==> src/rtl/tnoc_adaptive_route_selector_pkg.sv <==
// ---------------------------------------------------------------------------
// tnoc_adaptive_route_selector_pkg
// Shared definitions for the router's route-selection logic:
//   - output port indices (X+, X-, Y+, Y-, LOCAL) and port count
//   - one-hot route encoding (route_t plus named constants)
//   - routing mode encoding (route_mode_t)
// No ports; imported by tnoc_route_channel and tnoc_adaptive_route_selector.
// ---------------------------------------------------------------------------
package tnoc_adaptive_route_selector_pkg;

    localparam int PORTS      = 5;
    localparam int PORT_XP    = 0;
    localparam int PORT_XM    = 1;
    localparam int PORT_YP    = 2;
    localparam int PORT_YM    = 3;
    localparam int PORT_LOCAL = 4;

    // Routable mesh directions, i.e. every port except LOCAL.
    localparam int MESH_PORTS = 4;

    typedef logic [PORTS-1:0] route_t;

    localparam route_t ROUTE_NONE  = 5'b00000;
    localparam route_t ROUTE_XP    = 5'b00001;
    localparam route_t ROUTE_XM    = 5'b00010;
    localparam route_t ROUTE_YP    = 5'b00100;
    localparam route_t ROUTE_YM    = 5'b01000;
    localparam route_t ROUTE_LOCAL = 5'b10000;

    typedef enum logic [1:0] {
        MODE_XY       = 2'd0,
        MODE_YX       = 2'd1,
        MODE_ADAPTIVE = 2'd2,
        MODE_RESERVED = 2'd3
    } route_mode_t;

endpackage

==> src/rtl/tnoc_route_channel.sv <==
// ---------------------------------------------------------------------------
// tnoc_route_channel
// Route selection for one virtual channel: computes the output port of a
// head flit, latches it for the rest of the packet and tracks the packet
// with a two-state IDLE/ACTIVE FSM.
// Ports:
//   clk, rst          clock, asynchronous active-high reset
//   i_valid/head/tail/accept  flit handshake of this VC
//   i_dest_x/i_dest_y head destination coordinates
//   i_mode            routing mode (XY, YX, adaptive, reserved)
//   i_port_credit     free credits of the four mesh ports
//   o_route           one-hot route presented this cycle (zero = none)
//   o_flit_ok         current flit is protocol-legal and may raise requests
//   o_error           sticky protocol/route error
// ---------------------------------------------------------------------------
module tnoc_route_channel
    import tnoc_adaptive_route_selector_pkg::*;
#(
    parameter int           X               = 0,
    parameter int           Y               = 0,
    parameter int           ID_X_WIDTH      = 3,
    parameter int           ID_Y_WIDTH      = 3,
    parameter logic [4:0]   AVAILABLE_PORTS = 5'b11111,
    parameter int           CREDIT_WIDTH    = 4
) (
    input  logic                                       clk,
    input  logic                                       rst,
    input  logic                                       i_valid,
    input  logic                                       i_head,
    input  logic                                       i_tail,
    input  logic                                       i_accept,
    input  logic [ID_X_WIDTH-1:0]                      i_dest_x,
    input  logic [ID_Y_WIDTH-1:0]                      i_dest_y,
    input  logic [1:0]                                 i_mode,
    input  logic [MESH_PORTS-1:0][CREDIT_WIDTH-1:0]    i_port_credit,
    output route_t                                     o_route,
    output logic                                       o_flit_ok,
    output logic                                       o_error
);

    localparam logic [0:0] ST_IDLE   = 1'b0;
    localparam logic [0:0] ST_ACTIVE = 1'b1;

    localparam logic [ID_X_WIDTH-1:0] X_POS = ID_X_WIDTH'(X);
    localparam logic [ID_Y_WIDTH-1:0] Y_POS = ID_Y_WIDTH'(Y);

    // ---------------------------------------------------------------
    // Productive directions, restricted to ports this router has.
    // ---------------------------------------------------------------
    logic want_xp, want_xm, want_yp, want_ym, at_local;

    assign want_xp  = (i_dest_x > X_POS) && AVAILABLE_PORTS[PORT_XP];
    assign want_xm  = (i_dest_x < X_POS) && AVAILABLE_PORTS[PORT_XM];
    assign want_yp  = (i_dest_y > Y_POS) && AVAILABLE_PORTS[PORT_YP];
    assign want_ym  = (i_dest_y < Y_POS) && AVAILABLE_PORTS[PORT_YM];
    assign at_local = (i_dest_x == X_POS) && (i_dest_y == Y_POS);

    route_t                  x_pick, y_pick, calc_route;
    logic [CREDIT_WIDTH-1:0] x_credit, y_credit;
    logic                    calc_err;

    // NOTE: every signal assigned in an always_comb gets a default on the
    // first lines, so no path through the if/case leaves it holding its old
    // value and no latch is inferred.
    always_comb begin
        calc_route = ROUTE_NONE;
        calc_err   = 1'b0;
        // At most one X and one Y direction can be productive at a time.
        x_pick     = want_xp ? ROUTE_XP : (want_xm ? ROUTE_XM : ROUTE_NONE);
        y_pick     = want_yp ? ROUTE_YP : (want_ym ? ROUTE_YM : ROUTE_NONE);
        x_credit   = want_xp ? i_port_credit[PORT_XP] : i_port_credit[PORT_XM];
        y_credit   = want_yp ? i_port_credit[PORT_YP] : i_port_credit[PORT_YM];

        if (route_mode_t'(i_mode) == MODE_RESERVED) begin
            calc_err = 1'b1;
        end else if (at_local) begin
            if (AVAILABLE_PORTS[PORT_LOCAL]) calc_route = ROUTE_LOCAL;
            else                             calc_err   = 1'b1;
        end else if ((x_pick == ROUTE_NONE) && (y_pick == ROUTE_NONE)) begin
            // Destination lies only in directions this router lacks.
            calc_err = 1'b1;
        end else begin
            case (route_mode_t'(i_mode))
                MODE_XY: calc_route = (x_pick != ROUTE_NONE) ? x_pick : y_pick;
                MODE_YX: calc_route = (y_pick != ROUTE_NONE) ? y_pick : x_pick;
                default: begin
                    // Adaptive: Y only wins with strictly more credit.
                    if (x_pick == ROUTE_NONE)      calc_route = y_pick;
                    else if (y_pick == ROUTE_NONE) calc_route = x_pick;
                    else                           calc_route = (y_credit > x_credit) ? y_pick : x_pick;
                end
            endcase
        end
    end

    // ---------------------------------------------------------------
    // Packet FSM and route latch
    // ---------------------------------------------------------------
    logic [0:0] state_q, state_d;
    route_t     route_q, route_d;
    logic       error_q, error_d;

    always_comb begin
        state_d   = state_q;
        route_d   = route_q;
        error_d   = error_q;
        o_route   = ROUTE_NONE;
        o_flit_ok = 1'b0;

        if (state_q == ST_IDLE) begin
            if (i_valid && i_head) begin
                // Zero-latency: the head is routed in the cycle it appears.
                o_route   = calc_route;
                o_flit_ok = 1'b1;
                route_d   = calc_route;
                error_d   = error_q | calc_err;
                if (!(i_accept && i_tail)) state_d = ST_ACTIVE;
            end else if (i_valid) begin
                // Body/tail with no packet open.
                error_d = 1'b1;
            end
        end else begin
            // Route held for the whole packet, whatever credits do.
            o_route = route_q;
            if (i_valid && i_head) begin
                // Head inside an open packet: flag it, keep the packet.
                error_d = 1'b1;
            end else if (i_valid) begin
                o_flit_ok = 1'b1;
                if (i_accept && i_tail) state_d = ST_IDLE;
            end
        end
    end

    // NOTE: sequential state uses non-blocking assignments so every register
    // samples the pre-edge values of the others, independent of block order.
    always_ff @(posedge clk or posedge rst) begin
        if (rst) begin
            state_q <= ST_IDLE;
            route_q <= ROUTE_NONE;
            error_q <= 1'b0;
        end else begin
            state_q <= state_d;
            route_q <= route_d;
            error_q <= error_d;
        end
    end

    assign o_error = error_q;

endmodule

==> src/rtl/tnoc_adaptive_route_selector.sv <==
// ---------------------------------------------------------------------------
// tnoc_adaptive_route_selector
// Per-router route selection for all virtual channels. One tnoc_route_channel
// per VC picks and holds a route; this level transposes the per-VC routes
// into per-port request/SOP/EOP vectors for the output arbiters and counts
// completed packets per output port (saturating).
// Ports:
//   clk, rst              clock, asynchronous active-high reset
//   i_valid/head/tail/accept  per-VC flit handshake
//   i_dest_x/i_dest_y     per-VC head destination
//   i_mode                per-VC routing mode
//   i_port_credit         free credits per output port
//   o_route               per-VC one-hot route (zero = none)
//   o_request, o_start_of_packet, o_end_of_packet  per-port, per-VC controls
//   o_error               per-VC sticky error
//   o_packet_count        packets routed per output port
// ---------------------------------------------------------------------------
module tnoc_adaptive_route_selector
    import tnoc_adaptive_route_selector_pkg::*;
#(
    parameter int           CHANNELS        = 2,
    parameter int           X               = 0,
    parameter int           Y               = 0,
    parameter int           ID_X_WIDTH      = 3,
    parameter int           ID_Y_WIDTH      = 3,
    parameter logic [4:0]   AVAILABLE_PORTS = 5'b11111,
    parameter int           CREDIT_WIDTH    = 4,
    parameter int           COUNT_WIDTH     = 16
) (
    input  logic                                    clk,
    input  logic                                    rst,
    input  logic [CHANNELS-1:0]                     i_valid,
    input  logic [CHANNELS-1:0]                     i_head,
    input  logic [CHANNELS-1:0]                     i_tail,
    input  logic [CHANNELS-1:0]                     i_accept,
    input  logic [CHANNELS-1:0][ID_X_WIDTH-1:0]     i_dest_x,
    input  logic [CHANNELS-1:0][ID_Y_WIDTH-1:0]     i_dest_y,
    input  logic [CHANNELS-1:0][1:0]                i_mode,
    input  logic [PORTS-1:0][CREDIT_WIDTH-1:0]      i_port_credit,
    output logic [CHANNELS-1:0][PORTS-1:0]          o_route,
    output logic [PORTS-1:0][CHANNELS-1:0]          o_request,
    output logic [PORTS-1:0][CHANNELS-1:0]          o_start_of_packet,
    output logic [PORTS-1:0][CHANNELS-1:0]          o_end_of_packet,
    output logic [CHANNELS-1:0]                     o_error,
    output logic [PORTS-1:0][COUNT_WIDTH-1:0]       o_packet_count
);

    localparam int SUM_W   = $clog2(CHANNELS + 1);
    localparam int TOTAL_W = COUNT_WIDTH + SUM_W;

    // Ejection into the local core never competes for credits, so the
    // LOCAL credit plays no part in route choice.
    logic unused_local_credit;
    assign unused_local_credit = ^i_port_credit[PORT_LOCAL];

    route_t [CHANNELS-1:0] chan_route;
    logic   [CHANNELS-1:0] chan_ok;

    for (genvar c = 0; c < CHANNELS; c++) begin : g_chan
        tnoc_route_channel #(
            .X               (X),
            .Y               (Y),
            .ID_X_WIDTH      (ID_X_WIDTH),
            .ID_Y_WIDTH      (ID_Y_WIDTH),
            .AVAILABLE_PORTS (AVAILABLE_PORTS),
            .CREDIT_WIDTH    (CREDIT_WIDTH)
        ) u_chan (
            .clk           (clk),
            .rst           (rst),
            .i_valid       (i_valid[c]),
            .i_head        (i_head[c]),
            .i_tail        (i_tail[c]),
            .i_accept      (i_accept[c]),
            .i_dest_x      (i_dest_x[c]),
            .i_dest_y      (i_dest_y[c]),
            .i_mode        (i_mode[c]),
            .i_port_credit (i_port_credit[MESH_PORTS-1:0]),
            .o_route       (chan_route[c]),
            .o_flit_ok     (chan_ok[c]),
            .o_error       (o_error[c])
        );
    end

    // Transpose VC-major routes into port-major arbiter controls. Masking
    // with AVAILABLE_PORTS pins every disabled port's outputs to zero.
    always_comb begin
        o_route           = '0;
        o_request         = '0;
        o_start_of_packet = '0;
        o_end_of_packet   = '0;
        for (int c = 0; c < CHANNELS; c++) begin
            o_route[c] = chan_route[c] & AVAILABLE_PORTS;
            for (int p = 0; p < PORTS; p++) begin
                if (AVAILABLE_PORTS[p] && chan_route[c][p] && i_valid[c] && chan_ok[c]) begin
                    o_request[p][c]         = 1'b1;
                    o_start_of_packet[p][c] = i_head[c];
                    o_end_of_packet[p][c]   = i_accept[c] & i_tail[c];
                end
            end
        end
    end

    // ---------------------------------------------------------------
    // Per-port saturating packet counters
    // ---------------------------------------------------------------
    for (genvar p = 0; p < PORTS; p++) begin : g_cnt
        if (AVAILABLE_PORTS[p]) begin : g_on
            logic [COUNT_WIDTH-1:0] count_q, count_d;
            logic [SUM_W-1:0]       ends;
            logic [TOTAL_W-1:0]     total;
            logic [TOTAL_W-1:0]     limit;

            assign limit = {{SUM_W{1'b0}}, {COUNT_WIDTH{1'b1}}};

            always_comb begin
                // Several VCs may finish on this port in the same cycle.
                ends = '0;
                for (int c = 0; c < CHANNELS; c++) begin
                    ends = ends + SUM_W'(o_end_of_packet[p][c]);
                end
                total   = TOTAL_W'(count_q) + TOTAL_W'(ends);
                count_d = (total > limit) ? {COUNT_WIDTH{1'b1}} : total[COUNT_WIDTH-1:0];
            end

            always_ff @(posedge clk or posedge rst) begin
                if (rst) count_q <= '0;
                else     count_q <= count_d;
            end

            assign o_packet_count[p] = count_q;
        end else begin : g_off
            assign o_packet_count[p] = '0;
        end
    end

endmodule

==> config.mk <==
export PLATFORM = sky130hd
export DESIGN_NAME = tnoc_adaptive_route_selector
export DESIGN_NICKNAME = d
export VERILOG_FILES = /design/src/rtl/tnoc_adaptive_route_selector_pkg.sv /design/src/rtl/tnoc_route_channel.sv /design/src/rtl/tnoc_adaptive_route_selector.sv
export SDC_FILE = /design/constraint.sdc
export NUM_CORES = 1
export LEC_CHECK = 0
export ABC_AREA = 1
export BUFFER_PORTS_ARGS = -buffer_cell sky130_fd_sc_hd__buf_2
export CORE_MARGIN = 2
export CORE_UTILIZATION = 50
export CTS_CLUSTER_DIAMETER = 60
export DETAILED_ROUTE_END_ITERATION = 8
export PLACE_DENSITY = 0.9
export SYNTH_ARGS = -nofsm -noshare
export SYNTH_HDL_FRONTEND = slang
export SYNTH_SLANG_ARGS = --single-unit
export TNS_END_PERCENT = 50
==> constraint.sdc <==
create_clock -name clk -period 6.45 [get_ports clk]
set_input_delay 1.29 -clock clk [delete_from_list [all_inputs] [get_ports clk]]
set_output_delay 1.29 -clock clk [all_outputs]
set_load 0.01 [all_outputs]
==> results of run 1 <==
## layout by cell type, fill, tap and decap left out, drive strengths merged
cell type	instances
ha	11
buf	148
or2	1
nor3	14
nor4	1
nand4	12
or3	1
clkinv	3
conb	16
clkbuf	12
inv	66
o21ai	33
a21oi	5
nand3	15
nor2	39
bufinv	2
a31oi	1
fa	3
nand2	139
xor2	27
dfrtp	62
a31o	2
xnor2	9
o21bai	2
## metrics by stage
stage | instances | hold WS (ns) | setup WS [ns] | cell area (um^2) | util
floorplan | 518 | 0.4428 | 1.956 | 3971 | -
global placement | 711 | 0.3610 | 1.444 | 4446 | 0.5813
detailed placement | 711 | 0.3636 | 1.204 | 4446 | 0.5813
CTS | 726 | 0.3787 | 1.486 | 4659 | 0.6093
global route | 726 | 0.3921 | 1.000 | 4659 | 0.6093
finish | 726 | 0.3726 | 1.521 | 4659 | 0.6093
## power breakdown
part / internal (W) / switching, W
logic: 0.0000767 / 0.000114
registers: 0.000425 / 0.0000300
clock network: 0.000227 / 0.000144
## critical path, delay by kind of cell
kind,cells,cell delay (ns)
simple gates,11,1.17
fa+ha+maj,1,0.27
buf+inv,4,0.64
compound gates,1,0.26
## final cells by class
cell class	count	area [um^2]
repair buffers	148	743.2
fillers	696	2988
inverters	68	255.2
multi-input cells	331	1768
well taps	102	127.6
clock buffers	12	145.1
clock inverters	3	68.82
flip-flops and latches	62	1551
## how the worst min path moves through the flow
stage	end	start
floorplan	g_chan[0].u_chan.o_error	g_chan[0].u_chan.o_error
finish	g_cnt[1].g_on.count_q[0]	g_cnt[1].g_on.count_q[0]
detailed placement	g_cnt[1].g_on.count_q[0]	g_cnt[1].g_on.count_q[0]
global route	g_cnt[3].g_on.count_q[0]	g_cnt[3].g_on.count_q[0]
global placement	g_cnt[3].g_on.count_q[0]	g_cnt[3].g_on.count_q[0]
CTS	g_cnt[3].g_on.count_q[0]	g_cnt[3].g_on.count_q[0]
## cells by family (layout without fill, tap and decap cells)
group | after synthesis | in the layout | synth area share
AND/OR/NAND/NOR | 222 | 222 | 0.2467
buffers and inverters | 125 | 231 | 0.1665
adder cells (fa/ha/maj) | 14 | 14 | 0.05050
AO/OA/AOI/OAI | 43 | 43 | 0.05849
flip-flops | 62 | 62 | 0.3963
XOR/XNOR | 36 | 36 | 0.08054
other | 1 | 16 | 0.0009579
## layer usage
metal  vias up  track usage  part of all wire
met1      1661       0.2434              0.40
li1       1733            -                 -
met5         -            0                 0
met4         0      0.06095             0.011
met3        15      0.05452             0.061
met2       120       0.3929              0.52
## registers in the layout (all words and copies together) (netlist names)
name,flops
g_cnt.g_on.count_q,52
g_chan.u_chan.route_q,6
g_chan.u_chan.o_error,2
g_chan.u_chan.state_q,2
==> impl_metrics.json, run 1 <==
{
  "synthesis.area_mm2": 0.003915,
  "cts_hold_buf": 0,
  "path_class": "in2out",
  "grt_setup_unrepaired": "no",
  "place.gp.congestion": 0.8561,
  "holdPathStages": 0,
  "fin_crit_ns": 4.929,
  "wl_per_cell_um": 12.14,
  "syn_inst": 503,
  "post-synth-top-count-cell": "nand2_1",
  "worstPathArrival_ns": 3.64,
  "max_freq_mhz": 202.9,
  "cts_tree": "done",
  "netlist.area_leader.share": 0.3963,
  "drtAntennaViolNets": 0,
  "antenna_found_initial": 0,
  "total_power_w": 0.001017,
  "core_area_mm2": 0.007647,
  "cp-start-kind": "primary input",
  "cts.sinks": 62,
  "slowest_delay_ns": 0.30,
  "ys.flop_type": "dfrtp_1",
  "synth_cell_types": 33,
  "grt_pass1_vias": 3372,
  "hpwl_um": 6868,
  "ir_drop_mv": 0.1466,
  "drive_gt1_frac": 0.2821,
  "path_cells": "buf_2 > nor3_1 > clkinv_1 > o21ai_0 > ha_1 > nand2_1 > inv_1 > nand2_1 > nand2_1 > nand2_1 > nand2_1 > nand2_1 > nand2_1 > nand2_1 > nand2_1 > nor2_1 > buf_2",
  "crit_top_cell": "nand2_1",
  "startpoint": "i_dest_x[4]",
  "cts_buffer_depth": 2,
  "fin_nets": 680,
  "holdCritPathClass": "reg2reg",
  "numPortBuffers": 147,
  "cp-end-kind": "output pin",
  "num_vias": 3529,
  "cts_root_buf": "clkbuf_8",
  "drt_iter0_markers": 79,
  "ys_seq_area_frac": 0.3963,
  "cap_violations": 0,
  "yosys-top-cells-count": "nand2_1, inv_1, dfrtp_1, buf_4, nor2_1",
  "slew_headroom": 0.4957,
  "grt_overflow_total": 0,
  "numCtsBuffers": 9,
  "syn_area_per_cell_um2": 7.783,
  "synth_edf_count": 0,
  "rows": 32,
  "syn2layout_area_growth_pct": 19.02,
  "drtPass1Iterations": 4,
  "diodes": 0,
  "hold_viol_final": 0,
  "fin_crit_sh": 0.7642,
  "r2r-start": "g_chan[1].u_chan.state_q",
  "r2r_end": "g_cnt[4].g_on.count_q[2]",
  "tightest_slew_ns": 0.7565,
  "clk_pin_slew_ns": 0.07,
  "crit_required_ns": 5.16,
  "grt_use_total": 0.2135,
  "postCtsSetupBuffers": 0,
  "clock_latency_ns": 0.32,
  "synth_area_leader_cell": "dfrtp_1",
  "setup_violations": 0,
  "cpMaxStageDelayCell": "nor3_1",
  "fin_worst_skew_ns": 0.01353,
  "die_area_mm2": 0.008553,
  "drc": 0,
  "path_max_fanout": 10,
  "critPathCapture": "o_end_of_packet[1]",
  "p_per_area_mw_per_mm2": 218.3,
  "grt_pass1_wl_um": 14720,
  "r2r_cells": 13,
  "cts-resized-gates": 0,
  "die_w_um": 92.49,
  "regToRegSetupSlack_ns": 3.06,
  "yosys_warnings": 0,
  "drv_slew": 0,
  "ios": 168,
  "tns_ns": 0,
  "vias_per_cell": 4.861,
  "ys_seq_elements": 62,
  "ys_async_sr_fraction": 1.000,
  "die_height_um": 92.49,
  "yosys-top-cells-area": "dfrtp_1, nand2_1, buf_4",
  "status": "completed",
  "grt_max_degree": 63,
  "routed_wl_um": 8812,
  "cts_max_level": 3,
  "leakagePower_nw": 2.963,
  "initial_utilization": 0.5119
}
(Power assumes the default switching activity.)
==> run 2, diff against run 1 <==
--- a/config.mk
+++ b/config.mk
@@ -8,10 +8,10 @@
 export ABC_AREA = 1
 export BUFFER_PORTS_ARGS = -buffer_cell sky130_fd_sc_hd__buf_2
 export CORE_MARGIN = 2
-export CORE_UTILIZATION = 50
+export CORE_UTILIZATION = 44
 export CTS_CLUSTER_DIAMETER = 60
 export DETAILED_ROUTE_END_ITERATION = 8
-export PLACE_DENSITY = 0.9
+export PLACE_DENSITY = 0.85
 export SYNTH_ARGS = -nofsm -noshare
 export SYNTH_HDL_FRONTEND = slang
 export SYNTH_SLANG_ARGS = --single-unit
==> constraint.sdc (replaced) <==
create_clock -name clk -period 4.1 [get_ports clk]
set_input_delay 0.82 -clock clk [delete_from_list [all_inputs] [get_ports clk]]
set_output_delay 0.82 -clock clk [all_outputs]
set_load 0.01 [all_outputs]
==> impl_metrics.json, run 2 (synthesis gave the netlist of run 1 again) <==
{
  "status": "completed",
  "rows": 34,
  "tightest_slew_ns": 0.5971,
  "wl_per_cell_um": 11.99,
  "fin_crit_ns": 3.866,
  "grt_pass1_vias": 3341,
  "fin_crit_sh": 0.9430,
  "numCtsBuffers": 9,
  "dp.cells": 735,
  "leakagePower_nw": 3.060,
  "largest_register_ffs": 52,
  "fin_nets": 700,
  "cts.sinks": 62,
  "top_register": "g_cnt.g_on.count_q",
  "drtAntennaViolNets": 0,
  "drive_gt1_frac": 0.3271,
  "slew_headroom": 0.6014,
  "worstPathArrival_ns": 4.12,
  "syn2layout_area_growth_pct": 24.03,
  "drt_iter0_markers": 96,
  "num_vias": 3566,
  "cts_root_buf": "clkbuf_8",
  "final_common_cell": "buf_2",
  "antenna_found_initial": 0,
  "r2r_cells": 14,
  "critPathCapture": "g_cnt[2].g_on.count_q[10]",
  "path_max_fanout": 16,
  "holdCritPathClass": "reg2reg",
  "r2r-start": "g_chan[1].u_chan.state_q",
  "cts_max_level": 3,
  "r2r_end": "g_cnt[4].g_on.count_q[2]",
  "cap_violations": 0,
  "cp-end-kind": "register",
  "hpwl_um": 6965,
  "ir_drop_mv": 0.3210,
  "vias_per_cell": 4.736,
  "die_height_um": 98.33,
  "hold_viol_final": 0,
  "cp-start-kind": "primary input",
  "grt_overflow_total": 0,
  "die_w_um": 98.33,
  "setup_violations": 0,
  "crit_required_ns": 4.36,
  "die_area_mm2": 0.009668,
  "regToRegSetupSlack_ns": 0.85,
  "drtPass1Iterations": 4,
  "drc": 0,
  "initial_utilization": 0.4511,
  "path_class": "in2reg",
  "fin_util": 0.5595,
  "min_from": "g_cnt[1].g_on.count_q[0]",
  "startpoint": "i_dest_y[1]",
  "multiInputGateArea_mm2": 0.001809,
  "routed_wl_um": 9030,
  "cts_tree": "done",
  "fin_worst_skew_ns": 0.01406,
  "diodes": 0,
  "numPortBuffers": 147,
  "fin_cells": 753,
  "clock_latency_ns": 0.34,
  "p_per_area_mw_per_mm2": 324.1,
  "core_area_mm2": 0.008678,
  "cts_buffer_depth": 2,
  "max_freq_mhz": 258.6,
  "clk_pin_slew_ns": 0.07,
  "drv_slew": 0,
  "regArea_mm2": 0.001551,
  "place.gp.congestion": 0.8951,
  "grt_pass1_wl_um": 14690,
  "fillCellCount": 780,
  "cts_hold_buf": 0,
  "grt_max_degree": 35,
  "grt_use_total": 0.1848,
  "final_cell_mix": "buf_2, nand2_1, inv_1, dfrtp_1, nor2_1",
  "reg_top3": "g_cnt.g_on.count_q x52, g_chan.u_chan.route_q x6",
  "ios": 168
}
[run 2: cell types whose count changed in the layout (fill, tap and decap cells not counted), sizes merged]
cell,previous run,this run
inv,66,69
buf,148,168
clkbuf,12,11
bufinv,2,1
[run 2: metal layers]
layer	track usage	routed length, um	part of all wire
met3	0.05369	570	0.063
met4	0.06217	140	0.016
met1	0.2192	3669	0.41
met5	0	0	0
met2	0.3213	4649	0.51
[run 2: repair_timing]
item / 4_1_cts / 5_1_grt
setup endpoints to repair: 0 / 34
setup buffers: 0 / 1
gates resized for setup: 0 / 21
[run 2: critical path, stage by stage]
cell,delay (ns)
buf_2,0.10
nor2_1,0.18
nand2_2,0.19
o21ai_0,0.26
ha_1,0.29
nand2_1,0.08
nor2_1,0.05
nor2_1,0.09
nand2_1,0.08
nand2_1,0.06
nand2_1,0.09
nand2_1,0.09
nand2_1,0.07
nor2_1,0.22
buf_4,0.18
fa_1,0.19
ha_1,0.18
nand2_1,0.06
inv_1,0.11
nand3_2,0.09
or2_4,0.26
nor2_4,0.10
nand3_4,0.17
nand2_1,0.12
[run 2: worst min-delay path by stage]
stage	cells past startpoint	to	slack, ns
floorplan	1	g_chan[0].u_chan.o_error	0.44
global placement	0	g_cnt[3].g_on.count_q[0]	0.36
detailed placement	0	g_cnt[1].g_on.count_q[0]	0.36
CTS	0	g_cnt[1].g_on.count_q[0]	0.38
global route	0	g_cnt[3].g_on.count_q[0]	0.39
finish	0	g_cnt[1].g_on.count_q[0]	0.37
[run 2: cell type report]
cell class / instances / area share
inverter: 68 / 0.05256
multi-input combinational: 331 / 0.3726
tap: 108 / 0.02783
clock buffer: 11 / 0.02912
timing repair buffer: 168 / 0.1865
clock inverter: 5 / 0.01185
sequential: 62 / 0.3195
[run 2: power breakdown]
| part | leakage (nW) | total [W] | internal, W | switching, W |
|---|---|---|---|---|
| combinational | 2.17 | 0.000309 | 0.000127 | 0.000182 |
| sequential | 0.786 | 0.000718 | 0.000668 | 0.0000503 |
| clock | 0.104 | 0.000546 | 0.000299 | 0.000247 |
[run 2: stage by stage]
stage               setup slack, ns   TNS, ns  hold WS [ns]  power [W]  cell area, um^2
floorplan                   0.07640         0        0.4428  0.0009083             3971
global placement           -0.09514    -1.802        0.3600   0.001012             4588
detailed placement          -0.1860    -4.245        0.3611   0.001029             4588
CTS                          0.1668         0        0.3783   0.001584             4787
global route               -0.01953  -0.06634        0.3901   0.001666             4856
finish                       0.2337         0        0.3739   0.001574             4856
